**config.mk**
```make
export PLATFORM = sky130hd
export DESIGN_NAME = i2s_tx
export DESIGN_NICKNAME = d
export VERILOG_FILES = /design/src/rtl/i2s_pkg.sv /design/src/rtl/i2s_clk_gen.sv /design/src/rtl/i2s_tx.sv
export SDC_FILE = /design/constraint.sdc
export NUM_CORES = 1
export LEC_CHECK = 0
export CELL_PAD_IN_SITES_DETAIL_PLACEMENT = 0
export CELL_PAD_IN_SITES_GLOBAL_PLACEMENT = 1
export CORE_MARGIN = 10
export CORE_UTILIZATION = 45
export DETAILED_ROUTE_END_ITERATION = 8
export PLACE_DENSITY_LB_ADDON = 0.1
export SYNTH_ARGS = -nofsm -noshare
export SYNTH_HDL_FRONTEND = slang
export SYNTH_HIERARCHICAL = 1
export SYNTH_SLANG_ARGS = --single-unit
```
**constraint.sdc**
```tcl
create_clock -name clk -period 14.6 [get_ports clk]
set_input_delay 2.92 -clock clk [delete_from_list [all_inputs] [get_ports clk]]
set_output_delay 2.92 -clock clk [all_outputs]
set_load 0.02 [all_outputs]
```
**src/rtl/i2s_pkg.sv**
```systemverilog
// i2s_pkg: shared constants, types and helpers for the I2S transmit path.
//   W_SAMPLE_DEF  default bits per channel word
//   CLK_DIV_DEF   default clk cycles per bclk half-period
//   frame_bits()  bclk periods in one left/right frame
//   sample_pair_t left/right pair at the default word width
package i2s_pkg;

    localparam int W_SAMPLE_DEF = 32;
    localparam int CLK_DIV_DEF  = 4;

    function automatic int frame_bits(input int w);
        return 2 * w;
    endfunction

    // Packed so {left, right} is MSB-first frame order when flattened.
    typedef struct packed {
        logic [W_SAMPLE_DEF-1:0] left;
        logic [W_SAMPLE_DEF-1:0] right;
    } sample_pair_t;

endpackage

```
**src/rtl/i2s_clk_gen.sv**
```systemverilog
// i2s_clk_gen: divides clk into a registered bit clock plus edge strobes.
//   clk     in   system clock
//   rst     in   asynchronous active-high reset
//   enable  in   run when high; low holds bclk low and restarts the divider
//   bclk    out  registered bit clock, period 2*clk_div clk cycles
//   fall_s  out  high on the clk cycle whose edge takes bclk 1->0
//   rise_s  out  high on the clk cycle whose edge takes bclk 0->1
module i2s_clk_gen #(
    parameter int clk_div = 4
) (
    input  logic clk,
    input  logic rst,
    input  logic enable,
    output logic bclk,
    output logic fall_s,
    output logic rise_s
);

    localparam int CW = (clk_div > 1) ? $clog2(clk_div) : 1;

    logic [CW-1:0] cnt_q, cnt_d;
    logic          bclk_q, bclk_d;
    logic          tc;

    always_comb begin
        tc     = (cnt_q == CW'(clk_div - 1));
        cnt_d  = cnt_q;
        bclk_d = bclk_q;
        if (!enable) begin
            cnt_d  = '0;
            bclk_d = 1'b0;
        end else if (tc) begin
            cnt_d  = '0;
            bclk_d = ~bclk_q;
        end else begin
            cnt_d = cnt_q + CW'(1);
        end
    end

    // Strobes are decoded from current state so the consumer updates on the
    // same edge that moves bclk.
    assign rise_s = enable && tc && !bclk_q;
    assign fall_s = enable && tc &&  bclk_q;
    assign bclk   = bclk_q;

    always_ff @(posedge clk or posedge rst) begin
        if (rst) begin
            cnt_q  <= '0;
            bclk_q <= 1'b0;
        end else begin
            cnt_q  <= cnt_d;
            bclk_q <= bclk_d;
        end
    end

endmodule

```
**src/rtl/i2s_tx.sv**
```systemverilog
// i2s_tx: I2S master transmitter, MSB-first with the one-bclk word offset.
//   clk, rst              system clock, asynchronous active-high reset
//   enable                run when high; low idles the lines and restarts the frame
//   left, right           parallel sample pair, captured together
//   sample_valid/ready    one-entry holding register handshake
//   bclk, lrclk, sdata    registered serial outputs (lrclk 0 = left)
//   frame_start           one-clk pulse when the shifter loads
//   underrun              one-clk pulse when the shifter loads with nothing held
module i2s_tx
    import i2s_pkg::*;
#(
    parameter int w_sample = W_SAMPLE_DEF,
    parameter int clk_div  = CLK_DIV_DEF
) (
    input  logic                clk,
    input  logic                rst,
    input  logic                enable,
    input  logic [w_sample-1:0] left,
    input  logic [w_sample-1:0] right,
    input  logic                sample_valid,
    output logic                sample_ready,
    output logic                bclk,
    output logic                lrclk,
    output logic                sdata,
    output logic                frame_start,
    output logic                underrun
);

    localparam int FB = frame_bits(w_sample);
    localparam int BW = $clog2(FB);

    logic          fall_s, rise_s;
    logic [BW-1:0] bitcnt_q, bitcnt_d;
    logic [FB-1:0] shift_q, shift_d, shift_src;
    logic [FB-1:0] hold_q, hold_d;
    logic          hold_full_q, hold_full_d;
    logic          lrclk_q, lrclk_d;
    logic          sdata_q, sdata_d;
    logic          frame_start_q, frame_start_d;
    logic          underrun_q, underrun_d;
    logic          accept, load;

    i2s_clk_gen #(.clk_div(clk_div)) u_clk_gen (
        .clk    (clk),
        .rst    (rst),
        .enable (enable),
        .bclk   (bclk),
        .fall_s (fall_s),
        .rise_s (rise_s)
    );

    always_comb begin
        accept        = sample_valid && !hold_full_q;
        load          = fall_s && (bitcnt_q == BW'(FB - 1));
        bitcnt_d      = bitcnt_q;
        shift_d       = shift_q;
        shift_src     = shift_q;
        hold_d        = hold_q;
        hold_full_d   = hold_full_q;
        lrclk_d       = lrclk_q;
        sdata_d       = sdata_q;
        frame_start_d = 1'b0;
        underrun_d    = 1'b0;

        // A pair accepted on a load edge is not bypassed into the shifter;
        // it stays held and plays in the following frame.
        if (accept) begin
            hold_d      = {left, right};
            hold_full_d = 1'b1;
        end
        if (load && hold_full_q) begin
            hold_full_d = 1'b0;
        end

        if (!enable) begin
            bitcnt_d = BW'(FB - 1);
            shift_d  = '0;
            lrclk_d  = 1'b0;
            sdata_d  = 1'b0;
        end else if (fall_s) begin
            bitcnt_d = load ? '0 : bitcnt_q + BW'(1);
            if (load) begin
                frame_start_d = 1'b1;
                if (hold_full_q) begin
                    shift_src = hold_q;
                end else begin
                    shift_src  = '0;
                    underrun_d = 1'b1;
                end
            end
            sdata_d = shift_src[FB-1];
            shift_d = shift_src << 1;
            // Word select leads each word's MSB by one bclk.
            lrclk_d = (bitcnt_d >= BW'(w_sample - 1)) && (bitcnt_d <= BW'(FB - 2));
        end
    end

    always_ff @(posedge clk or posedge rst) begin
        if (rst) begin
            bitcnt_q      <= BW'(FB - 1);
            shift_q       <= '0;
            hold_q        <= '0;
            hold_full_q   <= 1'b0;
            lrclk_q       <= 1'b0;
            sdata_q       <= 1'b0;
            frame_start_q <= 1'b0;
            underrun_q    <= 1'b0;
        end else begin
            bitcnt_q      <= bitcnt_d;
            shift_q       <= shift_d;
            hold_q        <= hold_d;
            hold_full_q   <= hold_full_d;
            lrclk_q       <= lrclk_d;
            sdata_q       <= sdata_d;
            frame_start_q <= frame_start_d;
            underrun_q    <= underrun_d;
        end
    end

    assign sample_ready = ~hold_full_q;
    assign lrclk        = lrclk_q;
    assign sdata        = sdata_q;
    assign frame_start  = frame_start_q;
    assign underrun     = underrun_q;

endmodule

```
Word level (Yosys, flattened, before mapping)
Index checks and enable logic that the tools add are counted.
{"block": "word_totals", "register_bits": 142, "latch_bits": 0, "ramBits": 0, "rom_bits": 0, "inputBits": 68, "out_inout_bits": 6, "mem_count": 0}
{"block": "classes", "add_sub_neg": 2, "n_mul": 0, "div_mod_pow": 0, "magnitude_cmp": 2, "eq_ne": 4, "n_shift": 0, "n_mux": 24, "bitwise_logic": 2, "reduce_logical": 8}
{"cell": "two-way mux 64 bit", "count": 4}
{"cell": "two-way mux 6 bit", "count": 3}
{"cell": "two-way mux 1 bit", "count": 15}
{"cell": "adder 6 x 1 -> 6 bit, second input constant", "count": 1}
{"cell": "equality test 6 bit, second input constant", "count": 1}
{"cell": "greater-or-equal comparator 6 x 5 -> 1 bit, second input constant", "count": 1}
{"cell": "less-or-equal comparator 6 bit, second input constant", "count": 1}
{"cell": "logical AND 1 bit", "count": 6}
{"cell": "two-way mux 2 bit", "count": 2}
{"cell": "inequality test 2 x 1 -> 1 bit, second input constant", "count": 2}
{"cell": "adder 2 x 1 -> 2 bit, second input constant", "count": 1}
{"cell": "equality test 2 bit, second input constant", "count": 1}
{"cell": "inverter 1 bit", "count": 2}
{"cell": "nonzero test 2 bit", "count": 1}
{"cell": "logical NOT 1 bit", "count": 1}

Logic depth before layout (Yosys ltp)
{"block": "depth", "word_depth": 9, "depth_mapped": 9, "depth_no_buf": 6}

Modules after synthesis
Netlist, hierarchy kept.
{"module": "i2s_tx", "instances": 1, "cells_per_inst": 559, "area_each_um2": 6152.2, "seq_area_each_um2": 3460.8}
{"module": "i2s_clk_gen", "instances": 1, "cells_per_inst": 12, "area_each_um2": 135.1, "seq_area_each_um2": 75.1}

Worst setup path after synthesis
OpenSTA, ideal clock, no wires.
{"block": "synth_path", "kind": "input to register", "from": "in enable", "to": "reg shift_q[37]", "setup_time_ps": 147, "t_arrival_ps": 3986, "slack_ps": 10467, "cell_stages": 8, "n_path_buf": 3, "path_cell_list": "and3_2 > nand3_1 > or2_1 > buf_2 > buf_4 > buf_6 > nand2_1 > a311oi_1"}
{"block": "synth_via", "elab_chain_cells": 6, "word_cells_on_any_way": 7, "classes_between": "eq/ne: 1; mux: 3; reduce/logical: 3"}
{"element": "start, declared", "line": "i2s_tx.sv:17", "source": "input logic enable,"}
{"element": "logical AND 1 bit"}
{"element": "logical AND 1 bit", "line": "i2s_clk_gen.sv:43", "source": "assign fall_s = enable && tc && bclk_q;"}
{"element": "logical AND 1 bit", "line": "i2s_tx.sv:54", "source": "load = fall_s && (bitcnt_q == BW'(FB - 1));"}
{"element": "two-way mux 64 bit", "line": "i2s_tx.sv:82", "source": "if (load) begin"}
{"element": "two-way mux 64 bit", "line": "i2s_tx.sv:80", "source": "end else if (fall_s) begin"}
{"element": "two-way mux 64 bit", "line": "i2s_tx.sv:75", "source": "if (!enable) begin"}
{"element": "end signal, assigned", "line": "i2s_tx.sv:110", "source": "shift_q <= shift_d;"}
{"element": "end, declared", "line": "i2s_tx.sv:34", "source": "logic [FB-1:0] shift_q, shift_d, shift_src;"}
Parallel ways exist; a longest one is shown, timed or not. The select of a mux whose other input is x is not followed.
A chain may end at the register's enable or synchronous reset.

Final worst setup path
{"block": "layout_path", "from": "in enable", "to": "reg shift_q[9]"}
{"block": "layout_via", "elab_chain_cells": 6, "word_cells_on_any_way": 7, "classes_between": "eq/ne: 1; mux: 3; reduce/logical: 3"}
{"element": "logical AND 1 bit (*)"}
{"element": "logical AND 1 bit (*)", "line": "i2s_clk_gen.sv:43"}
{"element": "named net fall_s", "line": "i2s_tx.sv:32", "source": "logic fall_s, rise_s;"}
{"element": "logical AND 1 bit", "line": "i2s_tx.sv:54"}
{"element": "two-way mux 64 bit", "line": "i2s_tx.sv:82"}
{"element": "two-way mux 64 bit", "line": "i2s_tx.sv:80"}
{"element": "two-way mux 64 bit", "line": "i2s_tx.sv:75"}
Mark *: on every way through the listed nets, which the timed path passes. The rest lies on a longest branch. The select of a mux whose other input is x is not followed.

==> metrics <==
max_slew headroom=20.2%; storage element area=3540 um2; All-Layer GR Usage=14.4%; vias in the first global route=4579; routed vias=4438; Worst Setup EP=shift_q[9]; placement row count=43; Clock Path Buffers=2; Area Growth Syn to Fin=21.8%; Slew @ Worst Pin=1.20 ns; layout cells sized above 1=19.4%; Final Hold Vio Count=0; gr ovfl total=0; critical path class=input port to flip-flop; min-delay worst type=flip-flop to flip-flop; Critical R2R Launch=u_clk_gen/cnt_q[0]; crit start category=input port; placed cell areas=7030 um2; result of the run=complete, no violations; WL/cell=16.4 um; DR WL met2=6.16 mm; met3 wire length=520 um; CP Max Fanout=64; Initial Util=45.6%; placed insts=778; area of the multi-input gates=2450 um2; die area=19100 um2; RSZ-0062 raised after global routing=false; Syn Nets=641; Die W=138 um; crit path DAT=5.66 ns; Post-Route M1 WL=6.52 mm; post-synthesis instance total=569; total wire length=13.3 mm; post_cts resized=0; WP data required=14.90 ns; clk sinks=141; Pre-Repair DR Iteration Count=5; mean area per synthesized cell=11.0 um2; post-cts hold buffer count=0; Worst Hold Launch=u_clk_gen/cnt_q[0]; period utilisation layout=36.7%; Highest Signal Layer=met4; CTS tree=done; Crit. End Element=flip-flop; die height=138 um; Final nets=689; number of cells on the worst reg-to-reg path=7; Finished Layout Cells=810; Routed Antenna Nets=0; post-DP HPWL=7.88 mm; GPL Wtd Cong=0.742; # H-tree levels=4; FF-to-FF End=shift_q[9]; fin crit period=5.36 ns; fin. max-slew vios=0; setup slack, reg-to-reg=11.95 ns; area of the mapped netlist=6280 um2; Fill cells=1218; global-route wire length before repair=23.3 mm; number of max-cap violations=0; fin area=7650 um2; I/O pin count=74; clock root buffer=clkbuf_16; crit path launch=enable; P_leak=2.95 nW; # port buffers=73; Initial DRC Count=410; initial antenna violation count=0; clk_skew=0.0103 ns; Final Setup Violations=0; Warnings, synthesis=6; drt drc=0; VDD IR max=0.000104 V; Worst-Skew Late Latency=0.42 ns; Worst-path clk slew=0.06 ns; Achievable Freq=0.187 GHz; Core ar.=13800 um2; setup TNS=0 ns; vias per inst=5.48; power per cell area=150 nW/um2; Post-CTS Setup Bufs=0; Ant. Diodes=0; total CTS buffers=17; largest net degree at the start of global routing=88
## area by class of cell
class | instances | area share [%]
sequential | 141 | 46.2
multi-input combinational | 369 | 32.1
timing repair buffer | 79 | 10.1
clock buffer | 22 | 6.33
tap | 180 | 2.94
clock inverter | 10 | 1.78
inverter | 9 | 0.507
## worst min-delay path by stage
| stage | endpoint | slack, ns | depth (start not counted) |
|---|---|---|---|
| 2_1_floorplan | u_clk_gen/cnt_q[0] | 0.41 | 1 |
| 3_3_place_gp | u_clk_gen/cnt_q[0] | 0.43 | 1 |
| 3_5_place_dp | u_clk_gen/cnt_q[0] | 0.44 | 1 |
| 4_1_cts | u_clk_gen/cnt_q[0] | 0.44 | 1 |
| 5_1_grt | u_clk_gen/cnt_q[0] | 0.48 | 1 |
| 6_report | u_clk_gen/cnt_q[0] | 0.44 | 1 |
## metal layers
layer  GRT usage, %  vias to the layer above
li1               -                     2134
met1           19.2                     2209
met2           21.8                       84
met3           4.08                       11
met4           4.77                        0
met5              0                        -
## cells in the final DEF (no fill, tap or decap), types with 2 or more instances in the layout
| master | instances |
|---|---|
| dfrtp_1 | 134 |
| clkdlybuf4s50_1 | 73 |
| nand2_1 | 68 |
| nor2_1 | 67 |
| nand3_1 | 66 |
| mux2_2 | 64 |
| a311oi_1 | 63 |
| clkbuf_16 | 17 |
| inv_1 | 7 |
| o21ai_0 | 7 |
| dfstp_2 | 6 |
| buf_4 | 6 |
| ha_1 | 4 |
| clkbuf_8 | 4 |
| clkinv_2 | 3 |
| clkinvlp_4 | 3 |
| bufinv_16 | 3 |
| a21oi_1 | 2 |
| xor2_1 | 2 |
| and3_4 | 2 |
| and2_1 | 2 |
## through the flow
stage / setup WS (ns) / hold slack, ns / power, mW / utilization, %
detailed placement: 8.78 / 0.437 / 0.710 / 51.0
finish: 9.24 / 0.439 / 1.15 / 55.5
CTS: 9.23 / 0.445 / 1.16 / 55.5
global placement: 8.81 / 0.426 / 0.704 / 51.0
global route: 8.93 / 0.476 / 1.21 / 55.5
floorplan: 7.99 / 0.414 / 0.654 / -
## registers in the layout, summed over array words and instances (netlist names)
signal           count
frame_start          1
shift_q             63
u_clk_gen/bclk       1
bitcnt_q             6
hold_q              64
underrun             1
u_clk_gen/cnt_q      2
sdata                1
lrclk                1
hold_full_q          1
## where the power goes
group | switching (mW) | internal (mW) | total, mW
clock network | 0.163 | 0.286 | 0.449
registers | 0.0504 | 0.485 | 0.535
logic | 0.0640 | 0.101 | 0.165
total | 0.277 | 0.872 | 1.15
## critical path, cell delays in order
cell and delay (ns):
clkdlybuf4s50_1 0.70, and3_4 0.61, nand3_1 0.22, nor2_4 0.12
buf_4 0.56, nand3_1 0.20, a311oi_1 0.31
No activity file was read; power rests on OpenSTA's default activity.
